File: src/rtl/fnd_pkg.sv
// Shared constants and helpers for the FND scan-bus decoder.
// Segment codes are active-low with bit7 = dp.
package fnd_pkg;

    localparam logic [7:0] SEG_0     = 8'hC0;
    localparam logic [7:0] SEG_1     = 8'hF9;
    localparam logic [7:0] SEG_2     = 8'hA4;
    localparam logic [7:0] SEG_3     = 8'hB0;
    localparam logic [7:0] SEG_4     = 8'h99;
    localparam logic [7:0] SEG_5     = 8'h92;
    localparam logic [7:0] SEG_6     = 8'h82;
    localparam logic [7:0] SEG_7     = 8'hF8;
    localparam logic [7:0] SEG_8     = 8'h80;
    localparam logic [7:0] SEG_9     = 8'h90;
    localparam logic [7:0] SEG_BLANK = 8'hFF;
    localparam logic [7:0] SEG_DOT   = 8'h7F;

    // Decode class of one sampled segment code
    typedef enum logic [1:0] {
        ClsNum,
        ClsBlank,
        ClsDot,
        ClsErr
    } seg_class_t;

    // Capture FSM state encoding
    typedef logic [1:0] cap_state_t;
    localparam cap_state_t StIdle   = 2'd0;
    localparam cap_state_t StSettle = 2'd1;
    localparam cap_state_t StHeld   = 2'd2;

    // True when exactly one strobe line is low
    function automatic logic strobe_valid(input logic [3:0] dig);
        logic ok;
        case (dig)
            4'b1110, 4'b1101, 4'b1011, 4'b0111: ok = 1'b1;
            default:                            ok = 1'b0;
        endcase
        return ok;
    endfunction

    // Position index of the low strobe line (only meaningful when strobe_valid)
    function automatic logic [1:0] strobe_pos(input logic [3:0] dig);
        logic [1:0] p;
        case (dig)
            4'b1101: p = 2'd1;
            4'b1011: p = 2'd2;
            4'b0111: p = 2'd3;
            default: p = 2'd0;
        endcase
        return p;
    endfunction

    // tens*10 + ones, using shifts; result is at most 99 for valid BCD
    function automatic logic [6:0] bcd_pair(input logic [3:0] tens, input logic [3:0] ones);
        logic [6:0] t;
        logic [6:0] o;
        t = {3'b000, tens};
        o = {3'b000, ones};
        return (t << 3) + (t << 1) + o;
    endfunction

endpackage

File: src/rtl/fnd_scan_decoder_seg_decode.sv
// Combinational segment-code classifier: 8-bit active-low code -> class + BCD value.
module fnd_seg_decode
    import fnd_pkg::*;
(
    input  logic [7:0]  code,
    output seg_class_t  cls,
    output logic [3:0]  bcd
);

    // Map each recognised code to its numeral, blank or dot class
    always_comb begin
        cls = ClsNum;
        bcd = 4'd0;
        case (code)
            SEG_0:     bcd = 4'd0;
            SEG_1:     bcd = 4'd1;
            SEG_2:     bcd = 4'd2;
            SEG_3:     bcd = 4'd3;
            SEG_4:     bcd = 4'd4;
            SEG_5:     bcd = 4'd5;
            SEG_6:     bcd = 4'd6;
            SEG_7:     bcd = 4'd7;
            SEG_8:     bcd = 4'd8;
            SEG_9:     bcd = 4'd9;
            SEG_BLANK: cls = ClsBlank;
            SEG_DOT:   cls = ClsDot;
            default:   cls = ClsErr;
        endcase
    end

endmodule

File: src/rtl/fnd_scan_decoder.sv
// Receive-side decoder for a multiplexed 4-digit active-low 7-seg scan bus.
// Debounces each scan step, decodes digits/dots and reports completed frames.
// Optional macro FND_SCAN_SYNC_EN adds a 2-flop input synchronizer (+2 clocks latency).
module fnd_scan_decoder
    import fnd_pkg::*;
#(
    parameter int unsigned STABLE_CYCLES  = 4,
    parameter int unsigned TIMEOUT_CYCLES = 500_000
) (
    input  logic        clk,
    input  logic        reset,
    input  logic [3:0]  fnd_digit,
    input  logic [7:0]  fnd_data,
    output logic [15:0] digit_val,
    output logic [3:0]  dot_val,
    output logic [6:0]  lo_val,
    output logic [6:0]  hi_val,
    output logic        frame_valid,
    output logic        seg_err,
    output logic        scan_lost
);

    localparam int unsigned CntW = (STABLE_CYCLES > 1) ? $clog2(STABLE_CYCLES + 1) : 1;
    localparam int unsigned ToW  = $clog2(TIMEOUT_CYCLES + 1);
    localparam logic [CntW-1:0] StableLast = CntW'(STABLE_CYCLES - 1);
    localparam logic [ToW-1:0]  ToMax      = ToW'(TIMEOUT_CYCLES);

    logic [11:0] bus;

`ifdef FND_SCAN_SYNC_EN
    logic [11:0] sync1_q;
    logic [11:0] sync2_q;

    // Two-stage synchronizer; reset to the idle (all-off) bus pattern
    always_ff @(posedge clk or negedge reset) begin
        if (!reset) begin
            sync1_q <= 12'hFFF;
            sync2_q <= 12'hFFF;
        end else begin
            sync1_q <= {fnd_digit, fnd_data};
            sync2_q <= sync1_q;
        end
    end
    assign bus = sync2_q;
`else
    assign bus = {fnd_digit, fnd_data};
`endif

    logic [3:0]  bus_dig;
    logic [7:0]  bus_seg;
    logic [1:0]  pos;
    logic        strobe_ok;
    seg_class_t  cls;
    logic [3:0]  bcd;

    assign bus_dig   = bus[11:8];
    assign bus_seg   = bus[7:0];
    assign strobe_ok = strobe_valid(bus_dig);
    assign pos       = strobe_pos(bus_dig);

    fnd_seg_decode u_seg_decode (
        .code (bus_seg),
        .cls  (cls),
        .bcd  (bcd)
    );

    logic [11:0]      prev_q, prev_d;
    cap_state_t       st_q, st_d;
    logic [CntW-1:0]  cnt_q, cnt_d;
    logic [ToW-1:0]   to_q, to_d;
    logic [3:0][3:0]  staging_q, staging_d;
    logic [3:0]       seen_q, seen_d;
    logic [15:0]      digit_q, digit_d;
    logic [3:0]       dot_q, dot_d;
    logic [6:0]       lo_q, lo_d;
    logic [6:0]       hi_q, hi_d;
    logic             fv_q, fv_d;
    logic             err_q, err_d;
    logic             lost_q, lost_d;
    logic             capture;

    // Next-state: debounce FSM, capture decode, frame assembly and timeout
    always_comb begin
        prev_d    = bus;
        st_d      = st_q;
        cnt_d     = cnt_q;
        to_d      = to_q;
        staging_d = staging_q;
        seen_d    = seen_q;
        digit_d   = digit_q;
        dot_d     = dot_q;
        lo_d      = lo_q;
        hi_d      = hi_q;
        fv_d      = 1'b0;
        err_d     = 1'b0;
        lost_d    = lost_q;
        capture   = 1'b0;

        if (bus != prev_q) begin
            if (strobe_ok) begin
                st_d  = StSettle;
                cnt_d = CntW'(1);
                if (STABLE_CYCLES == 1) begin
                    capture = 1'b1;
                end
            end else begin
                st_d  = StIdle;
                cnt_d = '0;
            end
        end else if (st_q == StSettle) begin
            if (cnt_q == StableLast) begin
                capture = 1'b1;
            end
            cnt_d = cnt_q + 1'b1;
        end

        if (capture) begin
            st_d = StHeld;
            unique case (cls)
                ClsNum: begin
                    staging_d[pos] = bcd;
                    seen_d[pos]    = 1'b1;
                    if (pos == 2'd3) begin
                        // Frame closes on pos3; publish only if pos0..pos2 were all seen
                        if (seen_q[2:0] == 3'b111) begin
                            digit_d = {bcd, staging_q[2], staging_q[1], staging_q[0]};
                            lo_d    = bcd_pair(staging_q[1], staging_q[0]);
                            hi_d    = bcd_pair(bcd, staging_q[2]);
                            fv_d    = 1'b1;
                        end
                        seen_d = '0;
                    end
                end
                ClsBlank, ClsDot: begin
                    dot_d[pos] = (cls == ClsDot);
                end
                default: begin
                    err_d = 1'b1;
                end
            endcase
        end

        // Unrecognised codes leave the timeout untouched
        if (capture && (cls != ClsErr)) begin
            to_d   = '0;
            lost_d = 1'b0;
        end else if (to_q != ToMax) begin
            to_d = to_q + 1'b1;
            if (to_d == ToMax) begin
                lost_d = 1'b1;
                seen_d = '0;
            end
        end
    end

    // State registers; bus history resets to the idle pattern
    always_ff @(posedge clk or negedge reset) begin
        if (!reset) begin
            prev_q    <= 12'hFFF;
            st_q      <= StIdle;
            cnt_q     <= '0;
            to_q      <= '0;
            staging_q <= '0;
            seen_q    <= '0;
            digit_q   <= '0;
            dot_q     <= '0;
            lo_q      <= '0;
            hi_q      <= '0;
            fv_q      <= 1'b0;
            err_q     <= 1'b0;
            lost_q    <= 1'b1;
        end else begin
            prev_q    <= prev_d;
            st_q      <= st_d;
            cnt_q     <= cnt_d;
            to_q      <= to_d;
            staging_q <= staging_d;
            seen_q    <= seen_d;
            digit_q   <= digit_d;
            dot_q     <= dot_d;
            lo_q      <= lo_d;
            hi_q      <= hi_d;
            fv_q      <= fv_d;
            err_q     <= err_d;
            lost_q    <= lost_d;
        end
    end

    assign digit_val   = digit_q;
    assign dot_val     = dot_q;
    assign lo_val      = lo_q;
    assign hi_val      = hi_q;
    assign frame_valid = fv_q;
    assign seg_err     = err_q;
    assign scan_lost   = lost_q;

endmodule

File: config.mk
export PLATFORM = sky130hd
export DESIGN_NAME = fnd_scan_decoder
export DESIGN_NICKNAME = d
export VERILOG_FILES = /design/src/rtl/fnd_pkg.sv /design/src/rtl/fnd_scan_decoder_seg_decode.sv /design/src/rtl/fnd_scan_decoder.sv
export SDC_FILE = /design/constraint.sdc
export NUM_CORES = 1
export LEC_CHECK = 0
export ABC_AREA = 1
export BUFFER_PORTS_ARGS = -buffer_cell sky130_fd_sc_hd__buf_2
export CORE_ASPECT_RATIO = 0.6
export CORE_UTILIZATION = 45
export CTS_BUF_LIST = sky130_fd_sc_hd__clkbuf_8
export CTS_CLUSTER_SIZE = 25
export DETAILED_ROUTE_END_ITERATION = 10
export GPL_ROUTABILITY_DRIVEN = 0
export PLACE_DENSITY = 0.63
export SLEW_MARGIN = 20
export SYNTH_ARGS = -nofsm -noshare
export SYNTH_HDL_FRONTEND = slang
export SYNTH_SLANG_ARGS = --single-unit
File: constraint.sdc
create_clock -name clk -period 3 [get_ports clk]
set_input_delay 0.3 -clock clk [delete_from_list [all_inputs] [get_ports clk]]
set_output_delay 0.3 -clock clk [all_outputs]
set_load 0.01 [all_outputs]
==> metrics.md <==
| Metric | Value |
|---|---|
| Fin cells | `roughly 790` |
| LEAKAGE | `2.98 nW` |
| Post-Place Worst Slack | `around 270 ps` |
| Final Critical Period | `between 2000 and 2500 ps` |
| Number of port buffers | `50` |
| FF-to-FF End | `seen_q[0]$_DFF_PN0_` |
| Std-Cell Rows | `28` |
| Largest net degree at the start of global routing | `36` |
| Post-synthesis sequential area ratio | `between 40% and 50%` |
| Clk_lat worst skew | `around 380 ps` |
| CTS Root Cell | `clkbuf_8` |
| Yosys top cell area share | `38.7%` |
| Most common flop cell mapped by yosys | `dfrtp_1` |
| Power Density | `between 300 and 400 nW/µm²` |
| Hold_buf cts | `1` |
| Final WL | `around 10 mm` |
| FFs w/ async S/R, synth | `100%` |
| Drt first-iter violations | `between 200 and 300` |
| Crit share post-route | `between 70 and 80%` |
| Syn Inst Count | `approximately 590` |
| Met2 routed WL | `4.16 mm` |
| Synth Cell Area | `4720 µm²` |
| All-Layer GR Usage | `21.0%` |
| WL met1 | `~5.6 mm` |
| Crit path kind | `input port to flop` |
| CP Buf/Inv Count | `4` |
| Ranking of synthesized cells by area | `dfrtp_1, nand2_1, dfstp_2, ha_1, inv_1` |
| Placed insts | `slightly below 800` |
| Vias in the first global route | `approximately 3600` |
| Syn nets | `approximately 630` |
| Setup bufs post-CTS | `0` |
| Fin worst setup slack | `about 650 ps` |
| First-pass GRT wire length | `~18 mm` |
| Via count | `3868` |
| RSZ-0062 raised after global routing | `false` |
| Register-to-Register Path Depth | `11` |
| Synth top cells by count | `nand2_1, dfrtp_1, inv_1, nor2_1, nand3_1` |
| Max-slew headroom | `59.3%` |
| Pwr Total | `roughly 2.1 mW` |
| Clock Tree Buf Depth | `2` |
| Worst EP arrival | `2620 ps` |
| Initial antenna violation count | `0` |
| Area delta synth->final | `12.8%` |
| CTS Sinks | `86` |
| Net Sw Power | `approximately 0.53 mW` |
| Setup TNS | `0 ps` |
| Combinational share of power | `~5.1%` |
| CP startpoint | `fnd_data[4]` |
| CTS resizes | `0` |
| Status | `finished, final reports clean` |
| CP endpoint | `hi_val[6]$_DFFE_PN0P_` |
| Fillers | `~970` |
| Switch share | `roughly 25%` |
| Top Metal Used | `met4` |
| Inserted Clock Buffers | `9` |
| Flop-to-flop setup slack | `a little under 800 ps` |
| Nets | `692` |
| Post-Syn Area per Cell | `about 7.9 µm²` |
| WL/cell | `around 13 µm` |
| Post-synth EDFFs | `0` |
| TritonCTS clock tree | `built` |
| Count leader, synth | `nand2_1` |
| Critical path's top delay family | `adder cells` |
| Die footprint | `approximately 11000 µm²` |
| YS warnings | `0` |
| Yosys cell types | `30` |
| H-Tree Depth | `3` |
| Min-delay worst type | `input port to flop` |
| Cell Int Power | `about 1.6 mW` |
| Initial Util | `47.1%` |
| Chip Height | `81.3 µm` |
| Slowest cell on crit path | `fa_1` |
| Hold_ws | `55.7 ps` |
| Diode count | `0` |
| DRC violations left | `0` |
| Max FO, Critical Path | `6` |
| Max Transition Viols Final | `0` |
| Remaining Overflow, GRT | `0` |
| Multi-input gate area | `roughly 2200 µm²` |
| Sequential Power Share | `around 56%` |
| Max Cap Viol | `0` |
| Core Region | `approximately 10000 µm²` |
| Reg2reg start | `to_q[0]$_DFFE_PN0P_` |
| Register Area | `approximately 2200 µm²` |
| Clk pin slew, worst setup/hold paths | `~80 ps` |
| CP Capture Type | `flop` |
| Metal3 WL | `about 550 µm` |
| Routed vias/inst | `roughly 4.9` |
| Post-Route Skew | `12.5 ps` |
| Hold Vio Cnt, Final | `0` |
| Post-synthesis register bit count | `86` |
| Die width | `between 100 and 150 µm` |
| DPL Wire Length | `7.77 mm` |
| Max rail drop VDD | `between 200 and 250 µV` |
| WP depth | `17` |
| Layout cell share with drive strength beyond 1 | `17.3%` |
| Antenna-violating nets left | `0` |
| Fmax | `between 400 and 500 MHz` |
| Required time of the critical path | `about 3300 ps` |
| Most used cell, CP | `nand2_1` |
| Worst Max-Slew Pin Slew | `roughly 610 ps` |
| Largest stage delay, worst path | `about 390 ps` |
| Drt pass-1 iters | `5` |
| # IOs | `between 50 and 60` |
| Critical Path Source Type | `input port` |
| Cell accounting for the most synthesized area | `dfrtp_1` |
| Clock Power Share | `about two fifths` |
| Cells along the critical path | `buf_2 -> inv_1 -> nand2_1 -> nor2_1 -> nand3_1 -> nand2_1 -> nor2_2 -> inv_1 -> ha_1 -> ha_1 -> inv_1 -> fa_1 -> o21ai_0 -> a21oi_1 -> xor2_1 -> nand2_1 -> nand2_1` |
| Setup violators final | `0` |
[cell usage in the layout (no fill, tap or decap)]
| cell | count |
|---|---|
| nor4_2 | 1 |
| ha_1 | 21 |
| nand4_4 | 1 |
| nand3_2 | 2 |
| dlygate4sd3_1 | 1 |
| clkbuf_8 | 9 |
| nor3b_1 | 1 |
| buf_4 | 7 |
| nor2_1 | 46 |
| nand3_4 | 3 |
| nand2_1 | 225 |
| xnor2_1 | 7 |
| dfstp_2 | 13 |
| bufinv_16 | 1 |
| nor2_4 | 1 |
| nand3_1 | 34 |
| a21oi_1 | 18 |
| nor2_8 | 1 |
| dfrtp_1 | 73 |
| o21ai_2 | 1 |
| inv_2 | 7 |
| fa_1 | 4 |
| inv_1 | 67 |
| clkinv_4 | 4 |
| xor2_1 | 11 |
| o21ai_1 | 4 |
| nor3_1 | 8 |
| or2_2 | 1 |
| clkinv_2 | 2 |
| nand2_2 | 3 |
| nor2_2 | 8 |
| nand4_1 | 9 |
| o21ai_0 | 15 |
| buf_2 | 49 |
[flip-flops by register name, summed over array words and instances, names as in the netlist]
name         cells
to_q            19
dot_val          4
seen_q           3
frame_valid      1
prev_q          12
cnt_q            3
scan_lost        1
seg_err          1
st_q             2
staging_q       12
hi_val           6
digit_val       16
lo_val           6
[final cells by class]
type	instances	area share (%)
inverters	74	5.22
flip-flops and latches	86	40.8
clock buffers	9	2.33
well taps	135	3.17
clock inverters	7	1.41
multi-input cells	425	41.3
repair buffers	57	5.79
[through the flow]
stage                     area, µm²  utilization (%)
after global placement         5110             51.0
after floorplan                4720                -
after CTS                      5320             53.1
final                          5320             53.1
after detailed placement       5110             51.0
after global routing           5320             53.1
[how the worst min path moves through the flow]
stage,start,end,slack [ps],depth (start not counted)
6_report,fnd_data[5],prev_q[5]$_DFF_PN1_,60,1
4_1_cts,fnd_data[5],prev_q[5]$_DFF_PN1_,40,1
2_1_floorplan,reset,cnt_q[0]$_DFFE_PN0P_,4,0
3_5_place_dp,reset,cnt_q[1]$_DFFE_PN0P_,290,1
5_1_grt,fnd_data[5],prev_q[5]$_DFF_PN1_,40,1
3_3_place_gp,reset,cnt_q[1]$_DFFE_PN0P_,280,1
[power by group through the flow]
stage          logic [mW]  clock network, mW  registers [mW]
3_5_place_dp        0.110                  0            1.20
5_1_grt             0.126              0.898            1.18
6_report            0.109              0.837            1.18
2_1_floorplan      0.0533                  0            1.20
3_3_place_gp        0.106                  0            1.20
4_1_cts             0.111              0.860            1.18
[cells by family after synthesis]
logic type | Yosys count | synth area share (%)
buffers and inverters | 83 | 7.45
DFF | 86 | 46.0
AOI/OAI and AO/OA | 38 | 4.11
adders and majority gates | 25 | 7.27
and+or+nand+nor | 344 | 31.9
xor gates and xnor gates | 18 | 3.34
[metal layers]
layer,vias to the layer above,GRT usage (%)
li1,1963,-
met5,-,0
met1,1782,30.8
met2,108,30.9
met4,0,5.73
met3,15,4.99
No activity file was read; power rests on OpenSTA's default activity.
